File: src/rtl/ycr_cclk_pkg.sv
// Shared types and constants for the multi-channel core clock-gate controller.
package ycr_cclk_pkg;

    localparam int unsigned CCLK_STATS_W = 16;

    typedef enum logic [1:0] {
        CCLK_ON       = 2'b00,
        CCLK_AUTO     = 2'b01,
        CCLK_OFF      = 2'b10,
        CCLK_AUTO_IRQ = 2'b11
    } cclk_mode_e;

    typedef enum logic [1:0] {
        ST_RUN   = 2'b00,
        ST_HOLD  = 2'b01,
        ST_GATED = 2'b10,
        ST_WAKE  = 2'b11
    } cclk_state_e;

    function automatic logic cclk_is_auto(input cclk_mode_e mode);
        return (mode == CCLK_AUTO) || (mode == CCLK_AUTO_IRQ);
    endfunction

endpackage

File: src/rtl/ctech_clk_gate.sv
// Behavioural model of the latch-based integrated clock-gate cell.
module ctech_clk_gate (
    input  logic CLK,
    input  logic GATE,
    output logic GCLK
);
    logic en_lat;

    // Transparent while CLK is low so the enable can only change between pulses.
    always_latch begin
        if (!CLK) en_lat = GATE;
    end

    assign GCLK = CLK & en_lat;

endmodule

File: src/rtl/ycr_cclk_gate_ch.sv
// One gated clock channel: gating FSM, hold-off timer, optional stats counter, gate cell.
// Define YCR_CCLK_STATS_EN to build the gated-cycle counter.
//
// state | meaning
// RUN   | clock running, consumer active or mode always-on
// HOLD  | consumer idle, hold-off timer counting down to 0
// GATED | clock stopped, waiting for a wake condition or mode change
// WAKE  | one-cycle wake pulse, clock enable returning
module ycr_cclk_gate_ch
    import ycr_cclk_pkg::*;
#(
    parameter int unsigned HW = 4
) (
    input  logic                    clk_i,
    input  logic                    rst_n_i,
    input  logic [1:0]              mode_i,
    input  logic [HW-1:0]           holdoff_i,
    input  logic                    dst_idle_i,
    input  logic                    src_req_i,
    input  logic                    wake_irq_i,
    input  logic                    stats_clr_i,
    output logic                    clk_o,
    output logic                    clk_enb_o,
    output logic                    wakeup_o,
    output logic [CCLK_STATS_W-1:0] gated_cnt_o
);
    cclk_mode_e  mode;
    cclk_state_e state_q, state_d;
    logic [HW-1:0] cnt_q, cnt_d;
    logic          off_q;
    logic          enb_q;
    logic          wake_req;

    assign mode     = cclk_mode_e'(mode_i);
    assign wake_req = src_req_i | ((mode == CCLK_AUTO_IRQ) & wake_irq_i);

    always_comb begin
        state_d  = state_q;
        cnt_d    = cnt_q;
        wakeup_o = (state_q == ST_WAKE);
        if (mode == CCLK_OFF) begin
            state_d = ST_GATED;
        end else begin
            case (state_q)
                ST_RUN: begin
                    if (cclk_is_auto(mode) && dst_idle_i && !wake_req) begin
                        state_d = ST_HOLD;
                        cnt_d   = holdoff_i;
                    end
                end
                ST_HOLD: begin
                    if (!cclk_is_auto(mode) || !dst_idle_i || wake_req) begin
                        state_d = ST_RUN;
                    end else if (cnt_q == '0) begin
                        state_d = ST_GATED;
                    end else begin
                        cnt_d = cnt_q - 1'b1;
                    end
                end
                ST_GATED: begin
                    // off_q catches the cycle right after leaving forced-off.
                    if (off_q || (mode == CCLK_ON) || wake_req) state_d = ST_WAKE;
                end
                ST_WAKE: state_d = ST_RUN;
                default: state_d = ST_RUN;
            endcase
        end
    end

    always_ff @(posedge clk_i or negedge rst_n_i) begin
        if (!rst_n_i) begin
            state_q <= ST_RUN;
            cnt_q   <= '0;
            off_q   <= 1'b0;
            enb_q   <= 1'b1;
        end else begin
            state_q <= state_d;
            cnt_q   <= cnt_d;
            off_q   <= (mode == CCLK_OFF);
            enb_q   <= (state_q != ST_GATED);
        end
    end

    assign clk_enb_o = enb_q;

`ifdef YCR_CCLK_STATS_EN
    logic [CCLK_STATS_W-1:0] gcnt_q, gcnt_d;

    always_comb begin
        gcnt_d = gcnt_q;
        if (stats_clr_i) begin
            gcnt_d = '0;
        end else if (!enb_q && (gcnt_q != '1)) begin
            gcnt_d = gcnt_q + 1'b1;
        end
    end

    always_ff @(posedge clk_i or negedge rst_n_i) begin
        if (!rst_n_i) gcnt_q <= '0;
        else          gcnt_q <= gcnt_d;
    end

    assign gated_cnt_o = gcnt_q;
`else
    logic unused_stats_clr;
    assign unused_stats_clr = stats_clr_i;
    assign gated_cnt_o      = '0;
`endif

    ctech_clk_gate u_cg (
        .CLK  (clk_i),
        .GATE (enb_q),
        .GCLK (clk_o)
    );

endmodule

File: src/rtl/ycr_cclk_gate_mc.sv
// Multi-channel core clock-gate controller: reset and irq synchronisers plus NCH gate channels.
// Define YCR_CCLK_STATS_EN to build the per-channel gated-cycle counters.
module ycr_cclk_gate_mc
    import ycr_cclk_pkg::*;
#(
    parameter int unsigned NCH  = 4,
    parameter int unsigned NIRQ = 8,
    parameter int unsigned HW   = 4
) (
    input  logic                         core_clk_int,
    input  logic                         rst_n,
    input  logic [2*NCH-1:0]             cfg_mode,
    input  logic [HW*NCH-1:0]            cfg_holdoff,
    input  logic [NIRQ*NCH-1:0]          cfg_irq_mask,
    input  logic [NCH-1:0]               dst_idle,
    input  logic [NCH-1:0]               src_req,
    input  logic [NIRQ-1:0]              irq_i,
    input  logic [NCH-1:0]               stats_clr,
    output logic [NCH-1:0]               clk_out,
    output logic [NCH-1:0]               clk_enb,
    output logic [NCH-1:0]               wakeup,
    output logic [CCLK_STATS_W*NCH-1:0]  gated_cnt
);
    logic [1:0]      rst_sync_q;
    logic            rst_core_n;
    logic [NIRQ-1:0] irq_meta_q;
    logic [NIRQ-1:0] irq_ss_q;
    logic [NCH-1:0]  wake_irq;

    // Assert immediately so clocks resume at once; release on the clock.
    always_ff @(posedge core_clk_int or negedge rst_n) begin
        if (!rst_n) rst_sync_q <= '0;
        else        rst_sync_q <= {rst_sync_q[0], 1'b1};
    end

    assign rst_core_n = rst_sync_q[1];

    always_ff @(posedge core_clk_int or negedge rst_core_n) begin
        if (!rst_core_n) begin
            irq_meta_q <= '0;
            irq_ss_q   <= '0;
        end else begin
            irq_meta_q <= irq_i;
            irq_ss_q   <= irq_meta_q;
        end
    end

    for (genvar i = 0; i < NCH; i++) begin : g_ch
        assign wake_irq[i] = |(irq_ss_q & cfg_irq_mask[NIRQ*i +: NIRQ]);

        ycr_cclk_gate_ch #(
            .HW (HW)
        ) u_ch (
            .clk_i       (core_clk_int),
            .rst_n_i     (rst_core_n),
            .mode_i      (cfg_mode[2*i +: 2]),
            .holdoff_i   (cfg_holdoff[HW*i +: HW]),
            .dst_idle_i  (dst_idle[i]),
            .src_req_i   (src_req[i]),
            .wake_irq_i  (wake_irq[i]),
            .stats_clr_i (stats_clr[i]),
            .clk_o       (clk_out[i]),
            .clk_enb_o   (clk_enb[i]),
            .wakeup_o    (wakeup[i]),
            .gated_cnt_o (gated_cnt[CCLK_STATS_W*i +: CCLK_STATS_W])
        );
    end

endmodule

File: config.mk
export PLATFORM = sky130hd
export DESIGN_NAME = ycr_cclk_gate_mc
export DESIGN_NICKNAME = d
export VERILOG_FILES = /design/src/rtl/ycr_cclk_pkg.sv /design/src/rtl/ctech_clk_gate.sv /design/src/rtl/ycr_cclk_gate_ch.sv /design/src/rtl/ycr_cclk_gate_mc.sv
export SDC_FILE = /design/constraint.sdc
export NUM_CORES = 1
export LEC_CHECK = 0
export CORE_MARGIN = 3
export CORE_UTILIZATION = 44
export CTS_CLUSTER_SIZE = 40
export DETAILED_ROUTE_END_ITERATION = 16
export HOLD_SLACK_MARGIN = 0.05
export PLACE_DENSITY_LB_ADDON = 0.2
export SLEW_MARGIN = 15
export SYNTH_ARGS = -nofsm -noshare
export SYNTH_HDL_FRONTEND = slang
export SYNTH_SLANG_ARGS = --single-unit
export TNS_END_PERCENT = 20
File: constraint.sdc
create_clock -name core_clk_int -period 4.2 [get_ports core_clk_int]
set_clock_uncertainty 0.1 [all_clocks]
set_input_delay 0.84 -clock core_clk_int [delete_from_list [all_inputs] [get_ports core_clk_int]]
set_output_delay 0.84 -clock core_clk_int [all_outputs]
set_load 0.02 [all_outputs]
; Word level (Yosys, flattened, before mapping)
; Cells that the tools add are included.
[totals]
reg_bits = 50
latchBits = 4
output_inout_bits = 76
[op_classes]
add_sub_neg = 4
n_eq_ne = 52
n_mux = 44
n_bitwise = 20
reduce_logical = 68
[ops]
columns = cell, n
row1 = two-way mux 4 bit, 12
row2 = two-way mux 2 bit, 20
row3 = bitwise AND 8 bit, 4
row4 = == test 2 bit (second input constant), 16
row5 = case mux 2 bit (4 select lines), 4
row6 = case mux 4 bit (2 select lines), 4
row7 = OR reduction 8 bit, 4
row8 = inequality test 2 bit (second input constant), 12
row9 = inequality test 3 x 1 -> 1 bit (second input constant), 8
row10 = logical OR 1 bit, 20
row11 = AND reduction 5 bit, 4
row12 = == test 2 x 1 -> 1 bit (second input constant), 8
row13 = logical NOT 2 bit, 8
row14 = logical NOT 4 bit, 4
row15 = inequality test 4 x 1 -> 1 bit (second input constant), 4
row16 = subtractor 4 x 1 -> 4 bit (second input constant), 4
row17 = logical NOT 1 bit, 12
row18 = AND reduction 3 bit, 4
row19 = bitwise AND 1 bit, 8
row20 = logical AND 1 bit, 8
row21 = inequality test 2 x 1 -> 1 bit (second input constant), 4
row22 = nonzero test 2 bit, 4
row23 = two-way mux 1 bit, 4
row24 = inverter 1 bit, 4
row25 = bitwise OR 1 bit, 4

; Depth between registers and ports, before layout
; Gate-level depths: netlist of the first run.
[logic_depth]
ltp_word = 9
ltp_mapped = 7

; Hierarchy
; From an unflattened synthesis of the first run, not the netlist that was laid out.
[hier_totals]
cells_unflattened = 294
hier_area_um2 = 3031.7
[modules_own_cells]
columns = module, instances, cells_each, area_per_inst_um2, seq_area_each_um2
row1 = ycr_cclk_gate_ch at g_ch[0].u_ch ..., 3, 61, 580.6, 201.4
row2 = ycr_cclk_gate_ch at g_ch[3].u_ch, 1, 64, 605.6, 201.4
row3 = ycr_cclk_gate_mc, 1, 39, 599.3, 450.4
row4 = ctech_clk_gate, 4, 2, 21.3, 0.0

==> metrics.yaml, run 1 <==
yosys:
  post-synth-top-area-fraction_pct: 37.1
  ys_warn_count: 0
  synthFlopType: "sky130_fd_sc_hd__dfrtp_1"
  synth_async_sr_flop_share_pct: 92.6
  synth-edff-count: 0
  post_synth_num_cell_types: 56
  synthesis.area_per_instance_um2: 9.69
  synthesis.area_um2: 3100
  synth_top_area_cell: "sky130_fd_sc_hd__dfrtp_1"
  syn_inst: 320
  ys_ff_latch: 54
  cell_types_occupying_the_most_area_after_synthesis: "sky130_fd_sc_hd__dfrtp_1 37%, sky130_fd_sc_hd__buf_4 18%, sky130_fd_sc_hd__dfstp_2 3.4%"
sta:
  timing.final.setup_violations: 0
  rsz_0062_raised_after_global_routing: "false"
  worst_slack_ns: 0.0898
  slew-limit-headroom_pct: 58.7
  setup_total_negative_slack_ns: 0
  report.final.slew_viol_count: 0
  worstMarginPinSlew_ns: 0.619
  whs_ns: 0.252
  final-hold-violation-count: 0
route:
  detailedRoute.firstIterationViolations: 88
  post_drt_wl_per_cell_um: 13.3
  drt_wl_total_um: 6590
  drtPass1Iterations: 4
  remaining_drc_errors: 0
  route.antenna.remaining_nets: 0
  vias: 2398
  post_drt_via_cell_ratio: 4.83
final_layout:
  area_growth_syn_to_layout_pct: 24.9
  post_route_cells_drive_above_1_share_pct: 6.70
  fin_area_um2: 3870
  mostFrequentLayoutCell: "sky130_fd_sc_hd__clkdlybuf4s50_1"
  finish.net_count: 483
  mostFrequentLayoutCells: "81 x sky130_fd_sc_hd__clkdlybuf4s50_1, 65 x sky130_fd_sc_hd__conb_1, 45 x sky130_fd_sc_hd__dfrtp_1, 21 x sky130_fd_sc_hd__nor2_1, 15 x sky130_fd_sc_hd__nand2_1"
  antenna-diode-count: 0
worst_setup_path:
  worst_ep_arrival_time_ns: 3.17
  worstSetupEndpoint: "clk_out[3]"
  worst_r2r_startpoint: "g_ch[0].u_ch.clk_enb_o"
  critical_path_end_type: "output port"
  startpoint_type: "latch"
  r2r.worst_path.cells: 0
  critPathKind: "latch to output port"
  r2r-end: "g_ch[0].u_ch.u_cg.en_lat"
  setup.reg_to_reg.worst_slack_ns: 1.48
  worstPathMaxFanout: 1
  timing.critical_path.from: "g_ch[3].u_ch.u_cg.en_lat"
  data_required_time_of_the_critical_path_ns: 3.26
power:
  power.sequential.fraction_pct: 40.9
  clock_power_share_pct: 27.9
  total_leakage_power_nw: 1.72
  pwr_density_cell_nw_per_um2: 511
  ir_worst_vdd_uv: 192
  power.net_switching_w: 0.000711
  combPwrFrac_pct: 31.1
  p_int_w: 0.00127
  post-layout-total-power_w: 0.00198
  switching_share_pct: 35.9
floorplan:
  num_io_pins: 154
  floorplan.rows: 29
  die_w_um: 89.9
  core_area_um2: 6570
  starting_density_of_the_core_pct: 47.2
  die_h_um: 89.9
  die-area_um2: 8090
place:
  dpl-instance-area_um2: 3720
  place.port_buffers: 85
  post-place-ws_ns: 0.100
  dp_hpwl_um: 5150
  gp_congestion: 0.801
cts:
  cts_tree: "done"
  cts_post_setup_buffers_inserted: 0
  insertion_delay_ns: 0.40
  worst_setup_hold_path_clk_slew_ns: 0.10
status:
  run_status: "finished clean"
grt:
  grt_pass1_wl_um: 10800
  first_global_vias: 2347
  maximum_number_of_pins_on_one_net_before_global_route_repair: 49
  overflow: 0
  globalRouteTotalUtil_pct: 16.4
  grt_antenna_before_repair: 0
min_path:
  kind_of_path_behind_the_tightest_hold_check: "register to register"
run:
  timing.max_cap.violations: 0
[kinds of logic (layout without fill, tap and decap cells)]
logic type	after synthesis	count (layout)	synth area share [%]
latches	4	4	1.94
fa+ha+maj	4	4	1.61
mux	3	3	0.969
flops	50	50	40.5
other cells	2	65	0.242
compound gates	71	71	17.3
buf+inv	92	112	20.4
simple gates	94	94	17.0
[final cells by class]
cell class | instances | area (um2)
inverters | 14 | 52.6
multi-input cells | 237 | 1390
clock inverters | 1 | 30.0
clock buffers | 16 | 155
well taps | 93 | 116
flip-flops and latches | 54 | 1320
fillers | 611 | 2700
repair buffers | 81 | 811
[critical path, stage by stage, from the launching register on]
cell	delay (ns)
sky130_fd_sc_hd__dlxtn_1	0.39
sky130_fd_sc_hd__and2_1	0.11
sky130_fd_sc_hd__buf_2	0.15
[cells in the mapped netlist (all sizes together), types with 2 or more instances]
master,number
or3,5
a221oi,2
ha,4
nand3b,4
a22oi,10
dfstp,4
nand2b,10
o21ai,9
a2bb2oi,3
nor2b,5
nand4,4
a31o,2
o221ai,3
nand2,15
o22a,2
a41oi,2
conb,2
buf,78
o31ai,3
o22ai,3
nor3,3
nor2,21
a31oi,5
nor3b,4
inv,14
and2,10
nor4bb,2
a22o,5
dfrtp,46
dlxtn,4
nand3,6
o211ai,3
a21oi,11
mux2i,3
[power groups by stage]
stage                     clock network [W]  registers [W]  logic, W
after floorplan                    0.000111       0.000781  0.000515
after global placement             0.000123       0.000816  0.000606
final                              0.000552       0.000810  0.000616
after global routing               0.000612       0.000836  0.000688
after detailed placement           0.000123       0.000822  0.000616
after CTS                          0.000578       0.000812  0.000619
[state kept, by name (all words and copies together), names as in the netlist]
signal / count
g_ch.u_ch.cnt_q: 16
g_ch.u_ch.state_q: 8
g_ch.u_ch.clk_enb_o: 4
irq_meta_q: 8
g_ch.u_ch.u_cg.en_lat: 4
rst_sync_q: 2
irq_ss_q: 8
g_ch.u_ch.off_q: 4
[layer usage]
metal,up-vias,global-route usage (%),routed length [um]
li1,1151,-,-
met1,1121,19.5,2780
met2,114,25.6,3040
met3,12,7.18,663
met4,0,7.78,109
met5,-,0,0
[worst min-delay path by stage]
stage | startpoint | end | cells past startpoint
6_report | irq_meta_q[0] | irq_ss_q[0] | 0
5_1_grt | rst_sync_q[0] | rst_sync_q[1] | 0
4_1_cts | rst_sync_q[0] | rst_sync_q[1] | 0
3_5_place_dp | rst_sync_q[0] | rst_sync_q[1] | 0
3_3_place_gp | irq_meta_q[7] | irq_ss_q[7] | 0
2_1_floorplan | irq_meta_q[0] | irq_ss_q[0] | 0
[stage by stage]
step / std cells / util (%)
5_1_grt: 496 / 59.0
3_3_place_gp: 483 / 56.7
4_1_cts: 496 / 58.9
6_report: 496 / 59.0
3_5_place_dp: 483 / 56.7
2_1_floorplan: 383 / -
[repair_timing]
item                                    in CTS  in global routing
endpoints found under the hold margin        0                  0
hold buffers                                 0                  0
endpoints found under the setup margin       8                  0
gates resized for setup                     16                  0
No activity file was read; power rests on OpenSTA's default activity.
==> run 2, diff against run 1 <==
--- a/config.mk
+++ b/config.mk
@@ -6,7 +6,7 @@
 export NUM_CORES = 1
 export LEC_CHECK = 0
 export CORE_MARGIN = 3
-export CORE_UTILIZATION = 44
+export CORE_UTILIZATION = 40
 export CTS_CLUSTER_SIZE = 40
 export DETAILED_ROUTE_END_ITERATION = 16
 export HOLD_SLACK_MARGIN = 0.05
==> run 2 against run 1 <==
Sequential power about the same. Routed wire length increased by 3.3%. Sequential share of layout area rose by 0.087 points. Non-clock buffer count did not move. Combinational power is essentially flat. Via count down 2.3%. Largest cell class unchanged. Highest routed layer unchanged. Power down 1.8%.
==> metrics.yaml, run 2 (same netlist as run 1, synthesis figures left out) <==
min_path:
  worstHoldPathCells: 0
  worst_hold_startpoint: "irq_meta_q[0]"
  min_to: "irq_ss_q[0]"
  kind_of_path_behind_the_tightest_hold_check: "register to register"
floorplan:
  die-area_um2: 8840
  die_h_um: 94.0
  die_w_um: 94.0
  core_area_um2: 7370
  starting_density_of_the_core_pct: 42.1
  floorplan.rows: 31
  num_io_pins: 154
grt:
  maximum_number_of_pins_on_one_net_before_global_route_repair: 49
  grt_antenna_before_repair: 0
  first_global_vias: 2313
  globalRouteTotalUtil_pct: 15.8
  overflow: 0
  grt_pass1_wl_um: 10600
route:
  detailedRoute.firstIterationViolations: 74
  drtPass1Iterations: 4
  post_drt_wl_per_cell_um: 13.6
  route.antenna.remaining_nets: 0
  vias: 2343
  drt_wl_total_um: 6810
  remaining_drc_errors: 0
  post_drt_via_cell_ratio: 4.67
sta:
  worstMarginPinSlew_ns: 0.628
  rsz_0062_raised_after_global_routing: "false"
  setup_total_negative_slack_ns: 0
  report.final.slew_viol_count: 0
  timing.final.setup_violations: 0
  slew-limit-headroom_pct: 58.2
  final-hold-violation-count: 0
final_layout:
  post_route_cells_drive_above_1_share_pct: 7.20
  finish.net_count: 483
  area_growth_syn_to_layout_pct: 24.7
  fin_area_um2: 3870
  antenna-diode-count: 0
  n_fill_cell: 696
  mostFrequentLayoutCell: "sky130_fd_sc_hd__clkdlybuf4s50_1"
  mostFrequentLayoutCells: "81 x sky130_fd_sc_hd__clkdlybuf4s50_1, 65 x sky130_fd_sc_hd__conb_1, 45 x sky130_fd_sc_hd__dfrtp_1, 21 x sky130_fd_sc_hd__nor2_1, 15 x sky130_fd_sc_hd__nand2_1"
  post_layout_nonfiller_instances: 502
  largest_register: "g_ch.u_ch.cnt_q"
  largest_register_ffs: 16
power:
  pwr_density_cell_nw_per_um2: 503
  total_leakage_power_nw: 1.71
  post-layout-total-power_w: 0.00194
  ir_worst_vdd_uv: 202
worst_setup_path:
  setup.reg_to_reg.worst_slack_ns: 1.48
  critical_path_end_type: "output port"
  worstPathMaxFanout: 1
  startpoint_type: "latch"
  worst_ep_arrival_time_ns: 3.19
  critPathKind: "latch to output port"
  data_required_time_of_the_critical_path_ns: 3.26
  r2r-end: "g_ch[1].u_ch.u_cg.en_lat"
  r2r.worst_path.cells: 0
  worst_r2r_startpoint: "g_ch[1].u_ch.clk_enb_o"
place:
  place.port_buffers: 85
  dpl-instance-area_um2: 3730
  dp_hpwl_um: 5280
  gp_congestion: 0.864
  placed_cells_incl_taps: 489
status:
  run_status: "finished clean"
cts:
  cts_post_setup_buffers_inserted: 0
  cts_tree: "done"
  worst_setup_hold_path_clk_slew_ns: 0.10
  insertion_delay_ns: 0.41
run:
  timing.max_cap.violations: 0
==> run 2: timing repair <==
| action | in CTS | in global routing |
|---|---|---|
| pin swaps | 0 | 0 |
| endpoints found under the setup margin | 8 | 2 |
| gates resized for setup | 16 | 1 |
| hold buffers | 0 | 0 |
==> run 2: worst max-delay path by stage <==
stage,startpoint,end,cells past startpoint
after floorplan,g_ch[1].u_ch.u_cg.en_lat,clk_out[1],2
after global placement,g_ch[1].u_ch.u_cg.en_lat,clk_out[1],2
after detailed placement,g_ch[3].u_ch.u_cg.en_lat,clk_out[3],2
after CTS,g_ch[3].u_ch.u_cg.en_lat,clk_out[3],2
after global routing,g_ch[3].u_ch.u_cg.en_lat,clk_out[3],2
final,g_ch[3].u_ch.u_cg.en_lat,clk_out[3],2
==> run 2: metrics by stage <==
stage	hold slack (ns)	setup WS (ns)	util (%)
final	0.251	0.0734	52.5
after detailed placement	0.236	0.0909	50.6
after global routing	0.264	0.00124	52.5
after floorplan	0.231	0.561	-
after CTS	0.256	0.0628	52.4
after global placement	0.231	0.102	50.6
==> run 2: layout make-up <==
class | count | area, um2 | share of cell area, %
clock buffers | 16 | 165 | 4.27
multi-input cells | 237 | 1390 | 35.9
well taps | 99 | 124 | 3.20
flip-flops and latches | 54 | 1320 | 34.2
repair buffers | 81 | 811 | 21.0
inverters | 14 | 52.6 | 1.36
clock inverters | 1 | 5.00 | 0.129
==> run 2: critical path, stage by stage (launching register included) <==
cell and delay, ns:
sky130_fd_sc_hd__dlxtn_2 0.40, sky130_fd_sc_hd__and2_1 0.10, sky130_fd_sc_hd__buf_2 0.15
==> run 2: power by group <==
group	switching [W]	internal (W)
logic	0.000324	0.000291
registers	0.000137	0.000675
clock network	0.000260	0.000256
total	0.000721	0.00122
==> run 2: routing by layer <==
layer	GRT usage [%]	routed length (um)	vias to the layer above
met2	24.9	3190	102
li1	-	-	1144
met3	6.89	635	10
met5	0	0	-
met1	18.6	2860	1087
met4	6.74	125	0
==> run 3, diff against run 2 <==
--- a/config.mk
+++ b/config.mk
@@ -10,7 +10,7 @@
 export CTS_CLUSTER_SIZE = 40
 export DETAILED_ROUTE_END_ITERATION = 16
 export HOLD_SLACK_MARGIN = 0.05
-export PLACE_DENSITY_LB_ADDON = 0.2
+export PLACE_DENSITY = 0.8
 export SLEW_MARGIN = 15
 export SYNTH_ARGS = -nofsm -noshare
 export SYNTH_HDL_FRONTEND = slang
==> run 3 against run 2 <==
Worst hold slack better by 0.0062 ns. Sequential share of layout area down 0.28 points. Die area unchanged. Largest cell class unchanged. Largest power group unchanged.
==> metrics.yaml, run 3 (same netlist as run 1, synthesis figures left out) <==
status:
  run_status: "finished clean"
min_path:
  worst_hold_startpoint: "irq_meta_q[4]"
  kind_of_path_behind_the_tightest_hold_check: "register to register"
sta:
  final-hold-violation-count: 0
  worstMarginPinSlew_ns: 1.05
  timing.final.setup_violations: 0
  rsz_0062_raised_after_global_routing: "false"
  report.final.slew_viol_count: 0
  whs_ns: 0.257
  slew-limit-headroom_pct: 30.2
  setup_total_negative_slack_ns: 0
cts:
  worst_setup_hold_path_clk_slew_ns: 0.10
  cts_tree: "done"
  insertion_delay_ns: 0.42
  cts_post_setup_buffers_inserted: 0
final_layout:
  mostFrequentLayoutCell: "sky130_fd_sc_hd__clkdlybuf4s50_1"
  multi_input_combinational_cell_area_um2: 1390
  largest_register: "g_ch.u_ch.cnt_q"
  share_of_the_core_filled_with_cells_in_the_final_layout_pct: 52.8
  post_route_cells_drive_above_1_share_pct: 7.20
  seqCellArea_um2: 1320
  mostFrequentLayoutCells: "81 x sky130_fd_sc_hd__clkdlybuf4s50_1, 65 x sky130_fd_sc_hd__conb_1, 45 x sky130_fd_sc_hd__dfrtp_1, 21 x sky130_fd_sc_hd__nor2_1, 15 x sky130_fd_sc_hd__nand2_1"
  area_growth_syn_to_layout_pct: 25.4
  finish.net_count: 483
  antenna-diode-count: 0
  largest_register_ffs: 16
  n_fill_cell: 689
worst_setup_path:
  setup.reg_to_reg.worst_slack_ns: 1.45
  worst_ep_arrival_time_ns: 3.20
  critical_path_end_type: "output port"
  startpoint_type: "latch"
  timing.critical_path.from: "g_ch[0].u_ch.u_cg.en_lat"
  worst_r2r_startpoint: "g_ch[0].u_ch.clk_enb_o"
  worstPathMaxFanout: 1
  critPathKind: "latch to output port"
  data_required_time_of_the_critical_path_ns: 3.26
route:
  post_drt_wl_per_cell_um: 13.5
  vias: 2427
  post_drt_via_cell_ratio: 4.83
  drtPass1Iterations: 4
  drt_wl_total_um: 6790
  detailedRoute.firstIterationViolations: 43
  remaining_drc_errors: 0
  route.antenna.remaining_nets: 0
grt:
  grt_antenna_before_repair: 0
  first_global_vias: 2441
  maximum_number_of_pins_on_one_net_before_global_route_repair: 49
  globalRouteTotalUtil_pct: 15.6
  grt_pass1_wl_um: 10600
  overflow: 0
floorplan:
  core_area_um2: 7370
  starting_density_of_the_core_pct: 42.1
  die_h_um: 94.0
  die_w_um: 94.0
  floorplan.rows: 31
  die-area_um2: 8840
  num_io_pins: 154
power:
  pwr_density_cell_nw_per_um2: 517
  total_leakage_power_nw: 1.72
  ir_worst_vdd_uv: 155
run:
  timing.max_cap.violations: 0
place:
  gp_congestion: 0.869
  place.port_buffers: 85
  dp_hpwl_um: 5370
run 3: report_power, final:
part	switching (W)	total [W]	internal [W]
registers	0.000138	0.000812	0.000674
clock network	0.000270	0.000573	0.000303
logic	0.000331	0.000624	0.000292
total	0.000739	0.00201	0.00127
run 3: final timing paths:
| check | depth (start not counted) | to |
|---|---|---|
| hold / removal | 0 | irq_ss_q[4] |
| hold reg to reg | 0 | irq_ss_q[4] |
| setup reg to reg | 0 | g_ch[0].u_ch.u_cg.en_lat |
| setup / recovery | 2 | clk_out[0] |
| min in group asynchronous | 0 | g_ch[0].u_ch.cnt_q[0] |
| max in group asynchronous | 0 | g_ch[2].u_ch.state_q[1] |
run 3: per-layer routing:
metal	track usage (%)	part of all wire, %	up-vias
li1	-	-	1151
met1	17.9	40	1149
met2	25.5	49	114
met3	5.37	8.0	13
met4	8.06	2.1	0
met5	0	0	-
run 3: area by class of cell:
cell class	count	area share, %
Tap cell	99	3.19
Timing Repair Buffer	81	20.9
Inverter	14	1.35
Multi-Input combinational cell	237	35.7
Clock buffer	14	3.80
Clock inverter	3	1.22
Sequential cell	54	33.9
run 3: critical path, cell delays in order (launching register included):
cell and delay, ns:
sky130_fd_sc_hd__dlxtn_1 0.41, sky130_fd_sc_hd__and2_1 0.11, sky130_fd_sc_hd__buf_2 0.15
run 3: repair_timing:
item                       CTS  global route
setup endpoints to repair    8             0
gates resized for setup     16             0
hold buffers                 0             0
run 3: per-stage QoR:
step           total power [W]  area (um2)  setup slack (ns)  instances
6_report               0.00201        3890            0.0618        502
4_1_cts                0.00203        3890            0.0419        502
2_1_floorplan          0.00141        3340             0.561        383
5_1_grt                0.00215        3890           0.00729        502
3_3_place_gp           0.00154        3730            0.0996        489
3_5_place_dp           0.00157        3730            0.0847        489
